## src/rtl/fetch_pkg.sv

```systemverilog
// Shared definitions for the instruction prefetch unit: FSM states, pc_sel encodings, defaults.
package fetch_pkg;

    typedef enum logic [1:0] {
        ST_IDLE  = 2'd0,
        ST_RUN   = 2'd1,
        ST_WRITE = 2'd2
    } fetch_state_t;

    localparam logic [1:0] PC_SEL_SEQ = 2'b00;
    localparam logic [1:0] PC_SEL_ALU = 2'b01;
    localparam logic [1:0] PC_SEL_IMM = 2'b10;

    localparam int DEF_ADDR_WIDTH = 11;
    localparam int DEF_DATA_WIDTH = 32;
    localparam int DEF_FIFO_DEPTH = 4;
    localparam int DEF_RESET_PC   = 0;

    // Only the two explicit target encodings change flow; the others are treated as no redirect.
    function automatic logic is_redirect_sel(input logic [1:0] sel);
        return (sel == PC_SEL_ALU) || (sel == PC_SEL_IMM);
    endfunction

endpackage

```

## src/rtl/fetch_fifo.sv

```systemverilog
// Prefetch queue: power-of-two circular buffer with synchronous flush and occupancy count.
module fetch_fifo #(
    parameter int WIDTH = 43,
    parameter int DEPTH = 4
) (
    input  logic                   clk,
    input  logic                   rst,
    input  logic                   i_flush,
    input  logic                   i_push,
    input  logic [WIDTH-1:0]       i_data,
    input  logic                   i_pop,
    output logic [WIDTH-1:0]       o_data,
    output logic                   o_empty,
    output logic [$clog2(DEPTH):0] o_count
);

    localparam int PTR_W = $clog2(DEPTH);
    localparam int CNT_W = PTR_W + 1;

    // NOTE: storage has no reset; validity is tracked by r_count, so clearing it buys nothing.
    logic [WIDTH-1:0] r_mem [DEPTH];
    logic [PTR_W-1:0] r_wr_ptr;
    logic [PTR_W-1:0] r_rd_ptr;
    logic [CNT_W-1:0] r_count;
    logic             w_full;
    logic             w_do_push;
    logic             w_do_pop;

    assign o_empty   = (r_count == '0);
    assign w_full    = (r_count == CNT_W'(DEPTH));
    assign w_do_pop  = i_pop && !o_empty;
    assign w_do_push = i_push && (!w_full || w_do_pop);

    // NOTE: non-blocking assignments in clocked blocks so every register samples pre-edge values.
    always_ff @(posedge clk or posedge rst) begin
        if (rst) begin
            r_wr_ptr <= '0;
            r_rd_ptr <= '0;
            r_count  <= '0;
        end else if (i_flush) begin
            r_wr_ptr <= '0;
            r_rd_ptr <= '0;
            r_count  <= '0;
        end else begin
            if (w_do_push) r_wr_ptr <= r_wr_ptr + PTR_W'(1);
            if (w_do_pop)  r_rd_ptr <= r_rd_ptr + PTR_W'(1);
            case ({w_do_push, w_do_pop})
                2'b10:   r_count <= r_count + CNT_W'(1);
                2'b01:   r_count <= r_count - CNT_W'(1);
                default: r_count <= r_count;
            endcase
        end
    end

    always_ff @(posedge clk) begin
        if (w_do_push && !i_flush) r_mem[r_wr_ptr] <= i_data;
    end

    // Empty queue presents zeros so the fetch outputs read 0 after reset.
    assign o_data  = o_empty ? '0 : r_mem[r_rd_ptr];
    assign o_count = r_count;

endmodule

```

## src/rtl/fetch_prefetch.sv

```systemverilog
// Instruction fetch/prefetch unit with controller back-door writes.
// Optional performance counters enabled by defining FETCH_PERF_CNT_EN.
module fetch_prefetch
    import fetch_pkg::*;
#(
    parameter int ADDR_WIDTH = DEF_ADDR_WIDTH,
    parameter int DATA_WIDTH = DEF_DATA_WIDTH,
    parameter int FIFO_DEPTH = DEF_FIFO_DEPTH,
    parameter int RESET_PC   = DEF_RESET_PC
) (
    input  logic                  clk,
    input  logic                  rst,
    input  logic                  fetch_en,
    input  logic                  redirect,
    input  logic [1:0]            pc_sel,
    input  logic [ADDR_WIDTH-1:0] alu_addr,
    input  logic [ADDR_WIDTH-1:0] imm_addr,
    output logic                  mem_rd_en,
    output logic [ADDR_WIDTH-1:0] mem_raddr,
    input  logic [DATA_WIDTH-1:0] mem_rd_data,
    output logic                  mem_wr_en,
    output logic [ADDR_WIDTH-1:0] mem_waddr,
    output logic [DATA_WIDTH-1:0] mem_wr_data,
    input  logic                  cntlr_wr,
    input  logic [ADDR_WIDTH-1:0] cntlr_waddr,
    input  logic [DATA_WIDTH-1:0] cntlr_wr_data,
`ifdef FETCH_PERF_CNT_EN
    output logic [31:0]           perf_fetch_cnt,
    output logic [31:0]           perf_flush_cnt,
`endif
    output logic                  instr_valid,
    input  logic                  instr_ready,
    output logic [DATA_WIDTH-1:0] instr_data,
    output logic [ADDR_WIDTH-1:0] instr_pc
);

    localparam int                    CNT_W     = $clog2(FIFO_DEPTH) + 1;
    localparam logic [CNT_W:0]        DEPTH_OCC = (CNT_W + 1)'(FIFO_DEPTH);
    localparam logic [ADDR_WIDTH-1:0] START_PC  = ADDR_WIDTH'(RESET_PC);

    fetch_state_t r_state;
    fetch_state_t w_state_nxt;

    logic [ADDR_WIDTH-1:0]            r_pc;
    logic [ADDR_WIDTH-1:0]            r_inflight_pc;
    logic                             r_inflight;
    logic                             w_redirect;
    logic [ADDR_WIDTH-1:0]            w_target;
    logic                             w_pop;
    logic                             w_push;
    logic                             w_empty;
    logic [CNT_W-1:0]                 w_count;
    logic [CNT_W:0]                   w_occ;
    logic [ADDR_WIDTH+DATA_WIDTH-1:0] w_head;

    assign w_redirect = redirect && is_redirect_sel(pc_sel);
    assign w_target   = (pc_sel == PC_SEL_ALU) ? alu_addr : imm_addr;

    assign instr_valid = !w_empty;
    assign w_pop       = instr_valid && instr_ready;
    // A redirect in the same cycle discards the returning response.
    assign w_push      = r_inflight && !w_redirect;

    // Slots committed after this cycle's pop; lets a full queue pop and issue together.
    assign w_occ = {1'b0, w_count} + {{CNT_W{1'b0}}, r_inflight} - {{CNT_W{1'b0}}, w_pop};

    assign mem_raddr   = r_pc;
    assign mem_waddr   = cntlr_waddr;
    assign mem_wr_data = cntlr_wr_data;

    // NOTE: every output of this block gets a default first so no latch is inferred.
    always_comb begin
        w_state_nxt = r_state;
        mem_rd_en   = 1'b0;
        mem_wr_en   = 1'b0;

        case (r_state)
            ST_IDLE:  if (fetch_en) w_state_nxt = ST_RUN;
            ST_RUN:   if (!fetch_en) w_state_nxt = ST_IDLE;
            ST_WRITE: w_state_nxt = fetch_en ? ST_RUN : ST_IDLE;
            default:  w_state_nxt = ST_IDLE;
        endcase
        if (cntlr_wr) w_state_nxt = ST_WRITE;

        // Write owns the memory port: no read is issued in a cycle carrying a write.
        mem_wr_en = cntlr_wr && !rst;
        mem_rd_en = (r_state == ST_RUN) && fetch_en && !cntlr_wr && !w_redirect &&
                    (w_occ < DEPTH_OCC);
    end

    always_ff @(posedge clk or posedge rst) begin
        if (rst) begin
            r_state       <= ST_IDLE;
            r_pc          <= START_PC;
            r_inflight    <= 1'b0;
            r_inflight_pc <= '0;
        end else begin
            r_state    <= w_state_nxt;
            r_inflight <= mem_rd_en;
            if (mem_rd_en) r_inflight_pc <= r_pc;
            if (w_redirect)     r_pc <= w_target;
            else if (mem_rd_en) r_pc <= r_pc + ADDR_WIDTH'(1);
        end
    end

    fetch_fifo #(
        .WIDTH (ADDR_WIDTH + DATA_WIDTH),
        .DEPTH (FIFO_DEPTH)
    ) u_fifo (
        .clk     (clk),
        .rst     (rst),
        .i_flush (w_redirect),
        .i_push  (w_push),
        .i_data  ({r_inflight_pc, mem_rd_data}),
        .i_pop   (w_pop),
        .o_data  (w_head),
        .o_empty (w_empty),
        .o_count (w_count)
    );

    assign instr_pc   = w_head[ADDR_WIDTH+DATA_WIDTH-1:DATA_WIDTH];
    assign instr_data = w_head[DATA_WIDTH-1:0];

`ifdef FETCH_PERF_CNT_EN
    // A pop that coincides with a flush still counts as a consumed instruction.
    always_ff @(posedge clk or posedge rst) begin
        if (rst) begin
            perf_fetch_cnt <= '0;
            perf_flush_cnt <= '0;
        end else begin
            if (w_pop)      perf_fetch_cnt <= perf_fetch_cnt + 32'd1;
            if (w_redirect) perf_flush_cnt <= perf_flush_cnt + 32'd1;
        end
    end
`endif

endmodule
```

## config.mk

```make
export PLATFORM = sky130hd
export DESIGN_NAME = fetch_prefetch
export DESIGN_NICKNAME = d
export VERILOG_FILES = /design/src/rtl/fetch_pkg.sv /design/src/rtl/fetch_fifo.sv /design/src/rtl/fetch_prefetch.sv
export SDC_FILE = /design/constraint.sdc
export NUM_CORES = 1
export LEC_CHECK = 0
export ABC_AREA = 1
export BUFFER_PORTS_ARGS = -buffer_cell sky130_fd_sc_hd__clkbuf_2
export CORE_UTILIZATION = 54
export CTS_CLUSTER_DIAMETER = 120
export DETAILED_ROUTE_END_ITERATION = 10
export PLACE_DENSITY = 0.9
export SLEW_MARGIN = 0
export SYNTH_ARGS = -nofsm -noshare
export SYNTH_HDL_FRONTEND = slang
export SYNTH_SLANG_ARGS = --single-unit
```

## constraint.sdc

```tcl
create_clock -name clk -period 3.8 [get_ports clk]
set_input_delay 0.57 -clock clk [delete_from_list [all_inputs] [get_ports clk]]
set_output_delay 0.57 -clock clk [all_outputs]
set_load 0.05 [all_outputs]
```

# == Word level (Yosys, flattened, before mapping) ==
# Memories as Yosys holds them, arrays and structs flattened.
# Index checks and enable logic that the tools add are counted.
# Widths: inputs -> output; s select.
# totals
regBits,32
mem_bits_rw,172
in_bits,105
out_inout_bits,100
word_cells,67
memories,1
# classes
n_addsub,7
order_cmp,1
n_eq_ne,9
n_mux,17
n_reduce_logical,25
# mem_list
memory,words,width,rd,rd_clocked_by_memory_dff,write_ports,line,rtl
u_fifo.r_mem,4,43,1,0,1,fetch_fifo.sv:21,logic [WIDTH-1:0] r_mem [DEPTH];
# ops
cell,n
$mux 43,1
$mux 11,3
$mux 2,7
$add 11x1->11 const B,1
$logic_and 1x1->1,11
$eq 2x1->1 const B,3
$eq 2x2->1 const B,3
$ne 3x3->1 const B,2
$pmux 2 s3,1
$pmux 3 s2,1
$reduce_bool 2->1,3
$logic_not 1->1,5
$add 2x1->2 const B,2
$add 3x1->4,1
$lt 4x3->1 const B,1
$sub 4x1->4,1
$add 3x1->3 const B,1
$eq 3x3->1 const B,1
$logic_not 3->1,1
$mux 1,3
$mux 3,1
$reduce_bool 3->1,1
$sub 3x1->3 const B,1
$logic_not 2->1,1
other kinds (2),3

# == Longest topological paths before layout ==
# Gate-level depths: netlist of the first run.
# depth
word_depth,9
mapped_depth,17
depth_no_buf,16

# == By module ==
# A second synthesis of the first run with hierarchy kept.
# hier_totals
cells_unflattened,843
area_unflattened_um2,9027.4
# modules_own_cells
mod,instances,cells_each,area_per_inst_um2,seq_area_each_um2
fetch_fifo,1,573,7136.8,5340.1
fetch_prefetch,1,270,1890.6,625.6

# == Worst setup path before layout of the first run ==
# Ideal clock, no wire load.
# synth_timing
kind,in2reg
from,input pc_sel[1]
to,memory u_fifo.r_mem[0][0] (enable)
setup_time_ps,444
t_arrival_ps,3271
setup_slack_ps,86
path_stages,8
path_cell_list,inv_1 > ha_1 > inv_1 > nand2_1 > buf_4 > buf_2 > nand3_1 > nor2_1
# synth_between
elab_chain_len,9
word_cells_on_any_way,10
cone_classes,eq/ne: 2; mux: 2; reduce/logical: 6
# synth_lines
item,line,rtl
from (decl),fetch_prefetch.sv:15,"input logic [1:0] pc_sel,"
$eq 2x1->1 or $eq 2x2->1 (tied branches),fetch_pkg.sv:21,return (sel == PC_SEL_ALU) || (sel == PC_SEL_IMM);
$logic_or 1x1->1 *,fetch_pkg.sv:21,
$logic_and 1x1->1 *,fetch_prefetch.sv:56,assign w_redirect = redirect && is_redirect_sel(pc_sel);
$logic_not 1->1 *,"fetch_fifo.sv:56, fetch_prefetch.sv:62",
$logic_and 1x1->1,fetch_prefetch.sv:62,assign w_push = r_inflight && !w_redirect;
$logic_and 1x1->1,fetch_fifo.sv:32,assign w_do_push = i_push && (!w_full || w_do_pop);
$logic_and 1x1->1 *,fetch_fifo.sv:56,if (w_do_push && !i_flush) r_mem[r_wr_ptr] <= i_data;
$mux 1 *,fetch_fifo.sv:56,
$mux 1 (implied by the code) *,fetch_fifo.sv:56,
to (decl),fetch_fifo.sv:21,
# Every way passes the cells marked *; elsewhere a longest branch is shown, timed or not.

# == Worst setup path after layout of the first run ==
# layout_timing
from,"register u_fifo.r_count[0], in the netlist u_fifo.o_count[0]"
to,output mem_rd_en
# layout_between
elab_chain_len,6
word_cells_on_any_way,7
cone_classes,add/sub: 2; order compare: 1; reduce/logical: 4
# layout_lines
item,line,rtl
from (decl),fetch_fifo.sv:24,logic [CNT_W-1:0] r_count;
from (signal assigned),fetch_fifo.sv:48,2'b10: r_count <= r_count + CNT_W'(1);
from (signal assigned),fetch_fifo.sv:49,2'b01: r_count <= r_count - CNT_W'(1);
from (signal assigned),fetch_fifo.sv:50,default: r_count <= r_count;
"parallel branches: the longest is 3 deep, another holds $add 3x1->4",n/a,
$sub 4x1->4 *,fetch_prefetch.sv:65,"assign w_occ = {1'b0, w_count} + {{CNT_W{1'b0}}, r_inflight} - {{CNT_W{1'b0}}, w_pop};"
$lt 4x3->1 *,fetch_prefetch.sv:88,(w_occ < DEPTH_OCC);
$logic_and 1x1->1 *,fetch_prefetch.sv:87,mem_rd_en = (r_state == ST_RUN) && fetch_en && !cntlr_wr && !w_redirect &&
to (decl),fetch_prefetch.sv:18,"output logic mem_rd_en,"
# Every way passes the cells marked *.

==> results of run 1 <==
## cell type report
type                            instances  area [um^2]  share of cell area [%]
Sequential cell                       204         5971                   59.02
Multi-Input combinational cell        507         2387                   23.60
Timing Repair Buffer                  131        688.2                   6.803
Clock buffer                           25        540.5                   5.343
Tap cell                              216        270.3                   2.672
Inverter                               36        135.1                   1.336
Clock inverter                         13        123.9                   1.224
## layer usage
layer / GRT usage, % / up-vias / routed length (um)
li1: - / 2938 / -
met1: 26.73 / 2865 / 7229
met2: 36.47 / 333 / 8924
met3: 4.360 / 39 / 1692
met4: 7.059 / 0 / 384
met5: 0 / - / 0
## how the worst max path moves through the flow
stage,from,endpoint,slack (ps),cells past startpoint
floorplan,pc_sel[1],u_fifo.r_mem[0][0],90,8
global placement,pc_sel[1],u_fifo.r_mem[1][28],740,8
detailed placement,pc_sel[1],u_fifo.r_mem[1][28],700,8
CTS,u_fifo.r_rd_ptr[1],instr_pc[4],150,5
global route,u_fifo.o_count[0],mem_rd_en,230,15
finish,u_fifo.o_count[0],mem_rd_en,480,15
## flip-flops by register name, indices dropped and copies added, names as in the netlist
register         flops
r_inflight_pc       11
u_fifo.r_wr_ptr      2
mem_raddr           11
r_inflight           1
u_fifo.o_count       3
u_fifo.r_mem       172
u_fifo.r_rd_ptr      2
r_state              2
## power breakdown
part | total (mW) | switching (mW) | internal [mW]
registers | 2.83 | 0.233 | 2.60
logic | 3.42 | 2.63 | 0.787
clock network | 1.96 | 0.801 | 1.16
total | 8.21 | 3.66 | 4.54
## critical path, cell delays in order, from the launching register on
cell,delay (ps)
dfrtp_1,420
nor2_1,180
nand2_2,90
nand2_1,120
inv_1,110
ha_1,190
inv_1,50
ha_1,240
nand3_2,100
nand2_1,60
nand2_1,50
nand2_1,50
nor2_2,90
nand2_2,60
inv_2,140
clkbuf_2,300
## synthesized netlist by cell type
cell	n	area, um^2
buf_12	1	20.02
nand2_2	3	18.77
fa_1	1	20.02
dfrtp_1	32	800.8
nand2_1	86	322.8
buf_4	46	345.3
buf_6	1	11.26
a21boi_0	1	7.510
a21oi_1	53	265.3
nand3_1	13	65.06
clkinv_1	1	3.750
edfxtp_1	172	5165
inv_2	3	11.26
nand4_1	8	50.05
o21ai_2	3	26.28
clkbuf_1	23	86.33
buf_2	15	75.07
nor2_1	204	765.7
o21ai_1	2	10.01
inv_1	32	120.1
o21ai_0	105	525.5
nor2_2	1	6.260
ha_1	9	112.6
o22ai_1	4	25.02
nand3b_1	1	7.510
buf_8	1	15.01
xor2_1	1	8.760
nand3_2	12	120.1
## metrics by stage
step | instance area [um^2] | utilization, % | hold slack, ps
after floorplan | 9011 | - | 429.5
after global placement | 9449 | 58.63 | 441.7
after detailed placement | 9449 | 58.63 | 457.9
after CTS | 10110 | 62.76 | 160.7
after global routing | 10120 | 62.77 | 185.9
final | 10120 | 62.77 | 155.3
## kinds of logic after synthesis
group,Yosys count,share of synthesized area (%)
AO/OA/AOI/OAI,168,9.539
XOR/XNOR,1,0.09721
adder cells (fa/ha/maj),10,1.472
buffers and inverters,123,7.637
flip-flops,204,66.20
AND/OR/NAND/NOR,328,15.05
## repair_timing
item	4_1_cts	5_1_grt
endpoints found under the hold margin	0	0
gates resized for setup	0	1
setup endpoints to repair	0	2
==> metrics, run 1 <==
status=finished clean; DRT antenna net count=0; maxcap violations=0; syn nets=~950; min cycle time layout=between 3000 and 4000 ps; first-pass GRT wire length=about 29000 um; post-synthesis sequential area ratio=about 66%; Post-Syn Area=roughly 9000 um^2; via count=~6200; Tot Pwr=8.206 mW; CTS hold repair buffers=0; final worst path period share=slightly below 90%; Finish-stage setup viols=0; I/O Pins=205; Max Root-Sink Buffers=3; initial core utilization=55.92%; CTS tree=yes; Mapped Avg Cell Area=~11 um^2; Post-Layout Cell Count=approximately 1100; drt first pass iters=5; routed len/inst=16.10 um; Critical Path Start Type=flop; Final HPWL DP=10760 um; unrepaired setup endpoints after global routing=false; Setup TNS Final=0 ps; Antenna Cells=0; Slew Limit Fails=0; max frequency=between 0.3 and 0.4 GHz; nets=between 1000 and 1500; Rel. slew slack=38.44%; Hold Path Class=in -> async; Worst Path Max Fanout=8; clock root cell=clkbuf_16; Final Hold Vio Count=0; Die X=~130 um; H-tree depth=1; # Post-CTS Setup Buffers=0; post-synth cell types=28; Yosys reg bits=around 200; Via density=between 5 and 6; DRC viols=0; Clock Skew=between 20 and 25 ps; Worst Path Required=around 3200 ps; Worst-Skew Late Latency=500 ps; reg-to-reg setup timing slack=1030 ps; Post-Place Cells=~1100; fill cell count=around 1200; P&R area growth vs syn=12.26%; Mapped Cells=834; commonest non-fill, non-tap cell in the layout=nor2_1; GP Congestion=0.8992; vias in the first global route=around 6000; worst r2r dst=mem_raddr[2]; FF-to-FF Start=u_fifo.o_count[0]; Die Ht=between 100 and 150 um; core area=~16000 um^2; largest net degree at the start of global routing=88; Leak=about 4.0 nW; R2R depth=16; share of cells above drive strength 1=around a fifth; GRT Total Usage=21.20%; cts bufs inserted=21; Ys Warns=0; initial antenna violation count=0; clock-pin slew on the worst setup and hold paths=60 ps; Arr. time, crit path=2750 ps; Max VDD drop=between 0.0004 and 0.0005 V; grt total ovfl=0; most frequent cells in the layout=200 x nor2_1, 172 x edfxtp_1, 118 x clkbuf_2; Site Rows=46; Die Area=between 15000 and 20000 um^2; Cell Pwr Density=811.1 nW/um^2; Initial DRC Count=between 600 and 700; TritonCTS sink count=around 200; final wirelength=roughly 18000 um; Crit Path Category=reg -> out; DP Worst Slack=695.4 ps; Worst-Margin Slew=between 900 and 1000 ps; Port Buffer Count=around 120; setup ws final=between 400 and 500 ps; kind of end point of the critical path=output port
(Power assumes the default switching activity.)
==> inputs of run 2 (changes only) <==
PLACE_DENSITY = 0.8   (was 0.9)
==> run 2 against run 1 <==
Compared with the run above: wire length is 0.73% lower; non-clock buffer count increased by 1; sequential share of layout area fell by 0.62 points; worst setup slack gained 180 ps; register-to-register slack improved by 40 ps.
==> metrics, run 2 (synthesis gave the netlist of run 1 again) <==
Cell Pwr Density=slightly above 800 nW/um^2; P&R area growth vs syn=13.40%; clock-pin slew on the worst setup and hold paths=approximately 60 ps; GP Congestion=about 0.84; most flop-heavy register=u_fifo.r_mem; via count=around 6000; clock root cell=clkbuf_16; Antenna Cells=0; critical path's slowest cell=dfrtp_1; Die X=roughly 130 um; TritonCTS sink count=204; Hold Path Class=in -> async; max frequency=between 0.3 and 0.4 GHz; share of cells above drive strength 1=a little over a fifth; final core utilization=between 60% and 70%; Via density=around 5.4; DP Worst Slack=roughly 750 ps; DRC viols=0; Die Ht=between 100 and 150 um; final worst path period share=between 80% and 90%; CTS resizes=0; CP peak stage delay=440 ps; Worst-Skew Late Latency=approximately 500 ps; Final HPWL DP=10640 um; Bufs and invs on worst path=4; Critical Path Start Type=flop; most frequent cells in the layout=200 x nor2_1, 172 x edfxtp_1, 117 x clkbuf_2; Site Rows=between 40 and 50; Port Buffer Count=118; H-tree depth=1; Final Hold Vio Count=0; Die Area=around 17000 um^2; CTS tree=yes; Rel. slew slack=between 30% and 40%; reg-to-reg setup timing slack=about 1100 ps; max FFs per register=172; CP dominant cell by count=nand2_1; largest net degree at the start of global routing=between 60 and 70; drt first pass iters=5; unrepaired setup endpoints after global routing=false; Setup TNS Final=0 ps; Slew Limit Fails=0; Crit Path Category=reg -> out; Finish-stage setup viols=0; GRT Total Usage=between 20% and 30%; CP delay by family, top=simple AND/OR/NAND/NOR gates; cts bufs inserted=22; grt total ovfl=0; maxcap violations=0; Worst Path Required=between 3000 and 4000 ps; vias in the first global route=~5700; Initial DRC Count=roughly 540; WHS=around 140 ps; fill cell count=around 1200; Worst-Margin Slew=933.4 ps; # Post-CTS Setup Buffers=0; setup ws final=654.9 ps; initial antenna violation count=0; Max VDD drop=between 0.0004 and 0.0005 V; Worst Path Max Fanout=8; nets=1018; CTS hold repair buffers=0; first-pass GRT wire length=28860 um; status=finished clean; Leak=4.070 nW; design area=10220 um^2; min cycle time layout=3145 ps; kind of end point of the critical path=output port; initial core utilization=55.92%; routed len/inst=roughly 16 um; Arr. time, crit path=~2600 ps; final wirelength=approximately 18000 um; core area=roughly 16000 um^2; crit-path cells=nor2_1 -> nand2_2 -> nand2_1 -> inv_1 -> ha_1 -> inv_1 -> ha_1 -> nand3_2 -> nand2_1 -> nand2_1 -> nand2_1 -> nor2_2 -> nand2_2 -> inv_2 -> buf_12; I/O Pins=205; Area after DPL=between 9000 and 10000 um^2; DRT antenna net count=0; commonest non-fill, non-tap cell in the layout=nor2_1; Clock Skew=around 10 ps; Max Root-Sink Buffers=3
## run 2: cell count changes in the layout (fill, tap and decap cells not counted), sizes merged
cell and delta:
clkinvlp -1, clkbuf +1, buf +2, inv -1
## run 2: report_power, final
part / internal [mW] / switching, mW / total, mW
combinational: 0.812 / 2.69 / 3.50
clock: 1.24 / 0.817 / 2.06
sequential: 2.60 / 0.169 / 2.77
total: 4.65 / 3.68 / 8.32
## run 2: cell type report
cell class	instances	area (um^2)	share of cell area, %
Timing Repair Buffer	132	748.2	7.322
Multi-Input combinational cell	507	2387	23.36
Sequential cell	204	5968	58.41
Tap cell	216	270.3	2.645
Inverter	36	135.1	1.322
Clock inverter	11	120.1	1.175
Clock buffer	27	589.3	5.767
## run 2: through the flow
step | power, mW | cells
global placement | 6.242 | 1095
detailed placement | 6.315 | 1095
global route | 8.747 | 1133
finish | 8.323 | 1133
CTS | 8.388 | 1133
floorplan | 5.579 | 834
## run 2: worst register-to-register path, delay by kind of cell, from the launching register on
kind / cells / cell delay, ps
buffers and inverters: 3 / 480
DFF: 1 / 440
and+or+nand+nor: 11 / 1270
adders and majority gates: 2 / 440
## run 2: path summary, 6_finish.rpt
kind	startpoint	endpoint	depth (start not counted)
setup / recovery	u_fifo.o_count[1]	mem_rd_en	15
hold / removal	rst	r_inflight_pc[10]	3
setup reg to reg	u_fifo.o_count[1]	mem_raddr[8]	16
hold reg to reg	r_state[1]	r_state[0]	1
max in group asynchronous	rst	u_fifo.r_rd_ptr[0]	3
min in group clk	cntlr_wr	r_state[1]	1
## run 2: layer usage
metal	vias up	track usage [%]	part of all wire, %
li1	2945	-	-
met1	2906	27.71	42
met2	250	35.73	50
met3	23	3.858	7.2
met4	0	5.359	1.5
met5	-	0.2924	0
